$ cat src/rtl/sram_access_ctrl.sv
// Single-word external SRAM access sequencer for the LC-3 MAR/MDR datapath.
// All pin-facing outputs are registered; strobe flops load from the next state.
module sram_access_ctrl #(
  parameter int unsigned ADDR_W  = 20,
  parameter int unsigned DATA_W  = 16,
  parameter int unsigned RD_WAIT = 1,
  parameter int unsigned WR_WAIT = 1
) (
  input  logic              Clk,
  input  logic              Reset,
  input  logic              req_rd,
  input  logic              req_wr,
  input  logic [ADDR_W-1:0] addr,
  input  logic [DATA_W-1:0] wdata,
  output logic [DATA_W-1:0] rdata,
  output logic              busy,
  output logic              done,
  output logic [ADDR_W-1:0] SRAM_ADDR,
  output logic              SRAM_CE_N,
  output logic              SRAM_OE_N,
  output logic              SRAM_WE_N,
  output logic              SRAM_UB_N,
  output logic              SRAM_LB_N,
  output logic [DATA_W-1:0] dq_out,
  output logic              dq_oe,
  input  logic [DATA_W-1:0] dq_in
);

  if (RD_WAIT > 15) begin : g_bad_rd_wait
    $fatal(1, "sram_access_ctrl: RD_WAIT must be in 0..15");
  end
  if (WR_WAIT > 15) begin : g_bad_wr_wait
    $fatal(1, "sram_access_ctrl: WR_WAIT must be in 0..15");
  end

  localparam logic [3:0] RD_LAST = RD_WAIT[3:0];
  localparam logic [3:0] WR_LAST = WR_WAIT[3:0];

  typedef enum logic [2:0] {
    S_IDLE,
    S_RD_ACC,
    S_WR_SETUP,
    S_WR_PULSE,
    S_WR_HOLD,
    S_DONE
  } state_t;

  state_t              state_q, state_d;
  logic [3:0]          wcnt_q, wcnt_d;
  logic [DATA_W-1:0]   rdata_q, rdata_d;
  logic [ADDR_W-1:0]   sram_addr_q, sram_addr_d;
  logic [DATA_W-1:0]   dq_out_q, dq_out_d;
  logic                busy_q, busy_d;
  logic                done_q, done_d;
  logic                ce_n_q, ce_n_d;
  logic                oe_n_q, oe_n_d;
  logic                we_n_q, we_n_d;
  logic                byte_n_q, byte_n_d;
  logic                dq_oe_q, dq_oe_d;

  // Next state, wait counter and latched transfer operands
  always_comb begin
    state_d     = state_q;
    wcnt_d      = '0;
    rdata_d     = rdata_q;
    sram_addr_d = sram_addr_q;
    dq_out_d    = dq_out_q;

    case (state_q)
      S_IDLE: begin
        if (req_rd) begin
          state_d     = S_RD_ACC;
          sram_addr_d = addr;
        end else if (req_wr) begin
          state_d     = S_WR_SETUP;
          sram_addr_d = addr;
          dq_out_d    = wdata;
        end
      end
      S_RD_ACC: begin
        if (wcnt_q == RD_LAST) begin
          state_d = S_DONE;
          rdata_d = dq_in;
        end
      end
      S_WR_SETUP: state_d = S_WR_PULSE;
      S_WR_PULSE: begin
        if (wcnt_q == WR_LAST) state_d = S_WR_HOLD;
      end
      S_WR_HOLD: state_d = S_DONE;
      S_DONE:    state_d = S_IDLE;
      default:   state_d = S_IDLE;
    endcase

    // Counter restarts at zero on every state entry
    if ((state_d == state_q) && ((state_q == S_RD_ACC) || (state_q == S_WR_PULSE))) begin
      wcnt_d = wcnt_q + 4'd1;
    end
  end

  // Strobes decoded from the next state so the pins come straight from flops
  always_comb begin
    busy_d   = 1'b0;
    done_d   = 1'b0;
    ce_n_d   = 1'b1;
    oe_n_d   = 1'b1;
    we_n_d   = 1'b1;
    byte_n_d = 1'b1;
    dq_oe_d  = 1'b0;

    case (state_d)
      S_RD_ACC: begin
        busy_d   = 1'b1;
        ce_n_d   = 1'b0;
        oe_n_d   = 1'b0;
        byte_n_d = 1'b0;
      end
      S_WR_SETUP, S_WR_HOLD: begin
        busy_d   = 1'b1;
        ce_n_d   = 1'b0;
        byte_n_d = 1'b0;
        dq_oe_d  = 1'b1;
      end
      S_WR_PULSE: begin
        busy_d   = 1'b1;
        ce_n_d   = 1'b0;
        we_n_d   = 1'b0;
        byte_n_d = 1'b0;
        dq_oe_d  = 1'b1;
      end
      S_DONE:  done_d = 1'b1;
      default: ;
    endcase
  end

  always_ff @(posedge Clk) begin
    if (Reset) begin
      state_q     <= S_IDLE;
      wcnt_q      <= '0;
      rdata_q     <= '0;
      sram_addr_q <= '0;
      dq_out_q    <= '0;
      busy_q      <= 1'b0;
      done_q      <= 1'b0;
      ce_n_q      <= 1'b1;
      oe_n_q      <= 1'b1;
      we_n_q      <= 1'b1;
      byte_n_q    <= 1'b1;
      dq_oe_q     <= 1'b0;
    end else begin
      state_q     <= state_d;
      wcnt_q      <= wcnt_d;
      rdata_q     <= rdata_d;
      sram_addr_q <= sram_addr_d;
      dq_out_q    <= dq_out_d;
      busy_q      <= busy_d;
      done_q      <= done_d;
      ce_n_q      <= ce_n_d;
      oe_n_q      <= oe_n_d;
      we_n_q      <= we_n_d;
      byte_n_q    <= byte_n_d;
      dq_oe_q     <= dq_oe_d;
    end
  end

  assign rdata     = rdata_q;
  assign busy      = busy_q;
  assign done      = done_q;
  assign SRAM_ADDR = sram_addr_q;
  assign SRAM_CE_N = ce_n_q;
  assign SRAM_OE_N = oe_n_q;
  assign SRAM_WE_N = we_n_q;
  assign SRAM_UB_N = byte_n_q;
  assign SRAM_LB_N = byte_n_q;
  assign dq_out    = dq_out_q;
  assign dq_oe     = dq_oe_q;

endmodule
$ cat config.mk
export PLATFORM = sky130hd
export DESIGN_NAME = sram_access_ctrl
export DESIGN_NICKNAME = d
export VERILOG_FILES = /design/src/rtl/sram_access_ctrl.sv
export SDC_FILE = /design/constraint.sdc
export NUM_CORES = 1
export LEC_CHECK = 0
export ABC_AREA = 1
export CORE_MARGIN = 8
export CORE_UTILIZATION = 43
export DETAILED_ROUTE_END_ITERATION = 8
export PLACE_DENSITY = 0.86
export SKIP_CTS_REPAIR_TIMING = 1
export SYNTH_ARGS = -nofsm -noshare
export SYNTH_HDL_FRONTEND = slang
export SYNTH_SLANG_ARGS = --single-unit
$ cat constraint.sdc
create_clock -name Clk -period 4 [get_ports Clk]
set_clock_uncertainty 0.15 [all_clocks]
set_input_delay 0.4 -clock Clk [delete_from_list [all_inputs] [get_ports Clk]]
set_output_delay 0.4 -clock Clk [all_outputs]
set_load 0.1 [all_outputs]
* Word-level counts from Yosys, hierarchy flattened *
Cells that the tools add are included.

storage, ports and cells
  register bits = 65
  latch bits = 0
  bits in writable memories = 0
  ROM bits = 0
  bits of input ports = 56
  output and inout port bits = 60
  memories = 0

operators by class
  add/subtract/negate cells = 1
  $mul = 0
  div/mod/pow operators = 0
  magnitude comparators = 0
  equality and inequality tests = 11
  shifts and indexed selects = 0
  mux-type cells = 13
  bitwise gates (word level) = 2
  reduce and logical (&&, ||, !) cells = 10

operators with widths
  operator               number
  $mux W20               2
  $pmux W3 S5            1
  $eq A3 B2 Y1 const B   4
  $mux W3                4
  $eq A3 B3 Y1 const B   3
  $eq A3 B1 Y1 const B   2
  $mux W1                6
  $add A4 B1 Y4 const B  1
  $eq A4 B1 Y1 const B   1
  $reduce_and A2 Y1      2
  $reduce_or A4 Y1       1
  $eq A3 B3 Y1           1
  $logic_not A3 Y1       1
  $reduce_and A3 Y1      1
  $reduce_or A3 Y1       1
  $not A1 Y1             2
  $reduce_bool A2 Y1     1
  $reduce_or A2 Y1       1
  $logic_and A1 B1 Y1    1
  $logic_or A1 B1 Y1     1

* Logic depth before layout (Yosys ltp) *
Gate-level depths: netlist (run 1).

  depth in word-level cells = 7
  gate-level depth with buffers = 9
  depth with buffers taken out = 9

* Worst setup path before layout (run 1) *
No wires, ideal clock.

  kind = register -> output
  start = register byte_n_q (netlist: SRAM_LB_N)
  end = output port SRAM_LB_N
  arrival = 1374 ps
  required time = 3450 ps
  slack = 2076 ps
  stages on the path, launching flop included = 2
  cell sequence = dfxtp_1 -> buf_4

RTL lines
  element                 line  source
  from (decl)             58    logic byte_n_q, byte_n_d;
  from (signal assigned)  161   byte_n_q <= byte_n_d;
  to (decl)               23    output logic SRAM_LB_N,

No word-level cell between the ends.

==> results.md, run 1 <==
* Outcome: finished clean
* Worst EP arrival at 1830 ps
* Final hold violation count at 0
* Final ANT Viol Nets at 0
* Synth-to-layout area growth at 54.78%
* CTS tree: built
* Worst Hold Class: reg2reg
* Clock Tree Buf Depth at 2
* IO Count at 116
* Crit Path Max Fanout at 3
* All-Layer GR Usage at 16.40%
* H-tree levels at 3
* Clk pin slew, worst setup/hold paths at 60 ps
* Share of layout cells above drive strength 1 at 5.353%
* Routed len/inst at 13.79 µm
* GPL Wtd Cong at 0.8427
* Cell family with most CP delay: buffers and inverters
* WHS at 293.0 ps
* Worst path slowest cell: clkdlybuf4s50_1
* Synth warn at 0
* Tmin final at 2383 ps
* Reg2Reg Setup Slack at 2280 ps
* First-pass GRT wire length at 10940 µm
* Most frequent cell after synthesis: dfxtp_1
* Final Setup Violations at 0
* Worst hold stages at 2
* DRC at 0
* Tightest Pin Transition at 1008 ps
* Post-synth top area share at 54.00%
* Unrepaired setup endpoints after global routing: no
* Req. time, crit path at 3450 ps
* Die X-Extent at 90.86 µm
* Max_slew headroom at 32.62%
* Ranking of synthesized cells by area: dfxtp_1, o21ai_0, a21oi_1
* Top_reg_cell synth: dfxtp_1
* Critical path class: reg2out
* Fillers at 446
* RR Endpoint: dq_out[5]
* Asr flop ratio synth at 0%
* Nets at 466
* Sink Count at 65
* Synth cell count leaders: dfxtp_1, inv_1, o21ai_0
* Iteration-0 DRC Markers at 105
* Multi-input logic area at 817.0 µm²
* Vias in the first global route at 2264
* Post-synth EDFFs at 0
* Starting Density at 44.03%
* Fin crit share at 59.58%
* Slew Viols, Final at 0
* Reg2reg start: state_q[0]
* Register area at 0.001301 mm²
* Via count at 2275
* VDD IR-drop max at 292.3 µV
* CP cell instances: clkdlybuf4s50_1
* Via-per-instance ratio at 4.710
* Die height at 90.86 µm
* Synthesized net count at 355
* Worst Setup Start Kind: register
* Root buf cell: clkbuf_8
* DR pass1 iterations at 4
* Max Cap Viol at 0
* Core Footprint at 0.005473 mm²
* Pwr Density at 581.5 mW/mm²
* Hpwl dp at 5072 µm
* Synth area leader: dfxtp_1
* Final WL at 6659 µm
* Crit. path cell count at 1
* Synth Area per Inst at 8.114 µm²
* Library cells used by synthesis at 26
* GRT Residual Overflow at 0
* Diodes inserted at 0
* Min-Delay Endpoint: dq_out[15]
* Static leakage at 0.001492 µW
* Mapped Cells at 297
* #FFs+latches synth at 65
* Buffers on Ports at 115
* Worst Hold Launch: dq_out[15]
* Largest net degree at the start of global routing at 36
* Cell Rows at 27
* Initial antenna violation count at 0
* Synth Cell Area at 0.002410 mm²
* TritonCTS Buffers at 9
* FF-to-FF path depth at 4
* Highest clock rate at 419.6 MHz
* Sequential share of the synthesized area at 54.00%
* Element type at the critical path end: primary output
* Clk_lat worst skew at 330 ps
* Fin Setup TNS at 0 ps
* DIE AREA at 0.008256 mm²
* Max incr delay on CP at 1150 ps
* Buf/Inv on CP at 1
per-stage QoR:
stage / std cells / worst slack (ps) / instance area (µm²) / utilization [%] / total power [µW]
after floorplan: 297 / 2076 / 2410 / - / 1490
after global placement: 469 / 1754 / 3567 / 65.18 / 1703
after detailed placement: 469 / 1717 / 3567 / 65.18 / 1716
after CTS: 483 / 1584 / 3730 / 68.15 / 2189
after global routing: 483 / 1570 / 3730 / 68.15 / 2264
final: 483 / 1617 / 3730 / 68.15 / 2169
cell usage in the layout, fill, tap and decap left out:
master           instances
dfxtp_1                 65
inv_6                    1
nand2_2                  1
o21ai_1                 10
ha_1                     2
o21ai_0                 45
xnor2_1                  1
clkbuf_1                 3
nand4_1                  2
nand3_2                  2
inv_2                    1
clkbuf_8                11
xor2_1                   1
nand2_1                 13
clkdlybuf4s50_1        115
nand2_4                  1
o211ai_2                 1
a21oi_1                 36
nor2_1                  44
inv_1                   48
buf_4                    2
nor3_1                   1
nand3_1                  3
nor2_4                   2
cells by family (layout without fill, tap and decap cells):
kind of cell    after synthesis  in the layout  synth area share, %
compound gates               92             92                19.42
xor+xnor                      2              2               0.7270
buf+inv                      67            181                12.10
flops                        65             65                54.00
fa+ha+maj                     2              2                1.038
simple gates                 69             69                12.72
metal layers:
| layer | track usage (%) | wire (µm) | up-vias |
|---|---|---|---|
| li1 | - | - | 1163 |
| met1 | 17.06 | 2755 | 1019 |
| met2 | 28.38 | 3319 | 78 |
| met3 | 4.988 | 411 | 15 |
| met4 | 9.959 | 172 | 0 |
| met5 | 0 | 0 | - |
worst max-delay path by stage:
stage / start / slack [ps] / to
2_1_floorplan: SRAM_LB_N / 2080 / SRAM_LB_N
3_3_place_gp: Reset / 1750 / SRAM_ADDR[0]
3_5_place_dp: Reset / 1720 / dq_out[7]
4_1_cts: SRAM_LB_N / 1580 / SRAM_CE_N
5_1_grt: SRAM_LB_N / 1570 / SRAM_CE_N
6_report: SRAM_LB_N / 1620 / SRAM_CE_N
flip-flops by register name, indices dropped and copies added (netlist names):
register and count:
SRAM_ADDR 20, SRAM_LB_N 1, SRAM_OE_N 1, SRAM_WE_N 1, busy 1, done 1
dq_oe 1, dq_out 16, rdata 16, state_q 3, wcnt_q 4
layout make-up:
class	instances	area share [%]
well taps	72	2.415
multi-input cells	165	21.91
clock buffers	14	4.361
repair buffers	117	31.26
inverters	50	5.166
flip-flops and latches	65	34.89
power breakdown:
part	internal [µW]	switching (µW)	total, µW
sequential	725	42.3	767
combinational	225	705	930
clock	253	219	472
(Power assumes the default switching activity.)
==> inputs of run 2 (changes only) <==
--- a/config.mk
+++ b/config.mk
@@ -7,9 +7,9 @@
 export LEC_CHECK = 0
 export ABC_AREA = 1
 export CORE_MARGIN = 8
-export CORE_UTILIZATION = 43
+export CORE_UTILIZATION = 40
 export DETAILED_ROUTE_END_ITERATION = 8
-export PLACE_DENSITY = 0.86
+export PLACE_DENSITY = 0.81
 export SKIP_CTS_REPAIR_TIMING = 1
 export SYNTH_ARGS = -nofsm -noshare
 export SYNTH_HDL_FRONTEND = slang
==> constraint.sdc (replaced) <==
create_clock -name Clk -period 2.37 [get_ports Clk]
set_clock_uncertainty 0.15 [all_clocks]
set_input_delay 0.237 -clock Clk [delete_from_list [all_inputs] [get_ports Clk]]
set_output_delay 0.237 -clock Clk [all_outputs]
set_load 0.1 [all_outputs]
==> results.md, run 2 (same netlist as run 1, synthesis figures left out) <==
* Outcome: finished clean (unchanged)
* Final Setup Violations at 0 (unchanged)
* Via-per-instance ratio at 4.525 (was 4.710)
* Max_slew headroom at 63.89% (was 32.62%)
* GPL Wtd Cong at 0.8418 (was 0.8427)
* Unrepaired setup endpoints after global routing: no (unchanged)
* Max reg flops at 20 (unchanged)
* VDD IR-drop max at 591.0 µV (was 292.3 µV)
* Clock Power Share at 22.1% (was 21.7%)
* DIE AREA at 0.008764 mm² (was 0.008256 mm²)
* Clock Tree Buf Depth at 2 (unchanged)
* Cell Rows at 28 (was 27)
* Routed len/inst at 12.69 µm (was 13.79 µm)
* Fin Setup TNS at 0 ps (unchanged)
* Comb power frac at 42.2% (was 42.9%)
* Tmin final at 1738 ps
* Element type at the critical path end: register (was primary output)
* TritonCTS Buffers at 9 (unchanged)
* Slew Viols, Final at 0 (unchanged)
* Total net switching power at 1662 µW (was 966.0 µW)
* Max incr delay on CP at 440 ps (was 1150 ps)
* Sink Count at 65 (unchanged)
* Core Footprint at 0.005886 mm² (was 0.005473 mm²)
* Req. time, crit path at 2420 ps (was 3450 ps)
* Buf/Inv on CP at 0 (was 1)
* Worst Hold Class: reg2reg (unchanged)
* Diodes inserted at 0 (unchanged)
* Synth-to-layout area growth at 50.57% (was 54.78%)
* Fillers at 527 (was 446)
* Die X-Extent at 93.62 µm (was 90.86 µm)
* Final WL at 6231 µm (was 6659 µm)
* CTS tree: built (unchanged)
* Worst Setup Start Kind: register (unchanged)
* Final ANT Viol Nets at 0 (unchanged)
* Share of layout cells above drive strength 1 at 21.39% (was 5.353%)
* Buffers on Ports at 115 (unchanged)
* Critical path class: reg2reg (was reg2out)
* DR WL met3 at 416 µm (was 411 µm)
* Top Layer Used: met4 (unchanged)
* Routed length on met2 at 2998 µm (was 3319 µm)
* Via count at 2222 (was 2275)
* Fin crit share at 73.35%
* Highest clock rate at 575.3 MHz
* Worst EP arrival at 1790 ps (was 1830 ps)
* All-Layer GR Usage at 14.08% (was 16.40%)
* Clk_lat worst skew at 330 ps (about the same)
* GRT Residual Overflow at 0 (unchanged)
* DR pass1 iterations at 4 (unchanged)
* Worst path slowest cell: nand3_2 (was clkdlybuf4s50_1)
* M1 WL at 2650 µm (was 2755 µm)
* H-tree levels at 3 (unchanged)
* Final hold violation count at 0 (unchanged)
* Most frequent cells in the layout: dfxtp_1, buf_4, clkdlybuf4s50_1 (was clkdlybuf4s50_1, dfxtp_1, inv_1)
* Clk pin slew, worst setup/hold paths at 70 ps (was 60 ps)
* Pwr Density at 1001 mW/mm² (was 581.5 mW/mm²)
* Die height at 93.62 µm (was 90.86 µm)
* Total power at 3632 µW (was 2169 µW)
* Reg2Reg Setup Slack at 630 ps (was 2280 ps)
* Sw Share at 45.76% (was 44.54%)
* Iteration-0 DRC Markers at 111 (was 105)
* Initial antenna violation count at 0 (unchanged)
* CP cell instances: nor2_4, nand3_2, o21ai_0, a21oi_1 (was clkdlybuf4s50_1)
* WHS at 293.8 ps (was 293.0 ps)
* Starting Density at 40.94% (was 44.03%)
* Reg power frac at 35.7% (was 35.4%)
* Tightest Pin Transition at 541.1 ps (was 1008 ps)
* Commonest non-fill, non-tap cell in the layout: dfxtp_1 (was clkdlybuf4s50_1)
* Root buf cell: clkbuf_8 (unchanged)
* Static leakage at 0.001615 µW (was 0.001492 µW)
* Largest net degree at the start of global routing at 41 (was 36)
* Internal at 1970 µW (was 1203 µW)
* Post-layout util at 61.65% (was 68.15%)
* Vias in the first global route at 2145 (was 2264)
* IO Count at 116 (unchanged)
* Hpwl dp at 4696 µm (was 5072 µm)
* Cell family with most CP delay: simple AND/OR/NAND/NOR gates (was buffers and inverters)
* First-pass GRT wire length at 9846 µm (was 10940 µm)
* Nets at 469 (was 466)
* Max Cap Viol at 0 (unchanged)
* Crit Path Max Fanout at 32 (was 3)
* DRC at 0 (unchanged)
==> run 2: cell count changes in the layout (fill, tap and decap cells not counted), sizes merged <==
cell           delta
clkinv            +4
clkbuf            -3
clkinvlp          +1
clkdlybuf4s50    -60
buf              +63
==> run 2: final timing paths <==
kind         cells after the start            to    startpoint
min                              2  SRAM_ADDR[7]  SRAM_ADDR[7]
max reg2reg                      4    dq_out[10]    state_q[0]
max                              4    dq_out[10]    state_q[0]
min reg2reg                      2  SRAM_ADDR[7]  SRAM_ADDR[7]
==> run 2: cell type report <==
cell class | instances | area [µm²] | area share [%]
flip-flops and latches | 65 | 1301 | 35.86
multi-input cells | 165 | 817.0 | 22.52
well taps | 75 | 93.84 | 2.586
inverters | 50 | 192.7 | 5.310
clock buffers | 11 | 141.4 | 3.897
repair buffers | 120 | 1051 | 28.97
clock inverters | 5 | 31.28 | 0.8621
==> run 2: layer usage <==
layer  vias to the layer above  track usage, %
met5                         -               0
met4                         0           8.587
met3                        16           3.846
met2                        70           23.33
met1                       970           15.77
li1                       1166               -
==> run 2: through the flow <==
stage	setup WS [ps]	cell area [µm²]	std cells
3_3_place_gp	450.1	3456	475
3_5_place_dp	355.6	3456	475
5_1_grt	482.5	3628	491
4_1_cts	638.3	3628	491
6_report	631.6	3628	491
2_1_floorplan	608.8	2410	297
==> run 2: worst register-to-register path, stage by stage (launching register included) <==
cell and delay (ps):
dfxtp_1 390, nor2_4 180, nand3_2 440, o21ai_0 380
a21oi_1 70
==> run 2: power by group through the flow <==
stage | sequential [µW] | combinational [µW] | clock (µW)
global route | 1320 | 1600 | 885
detailed placement | 1320 | 1540 | 0
floorplan | 2180 | 339 | 0
finish | 1300 | 1530 | 803
CTS | 1300 | 1540 | 834
global placement | 1320 | 1520 | 0
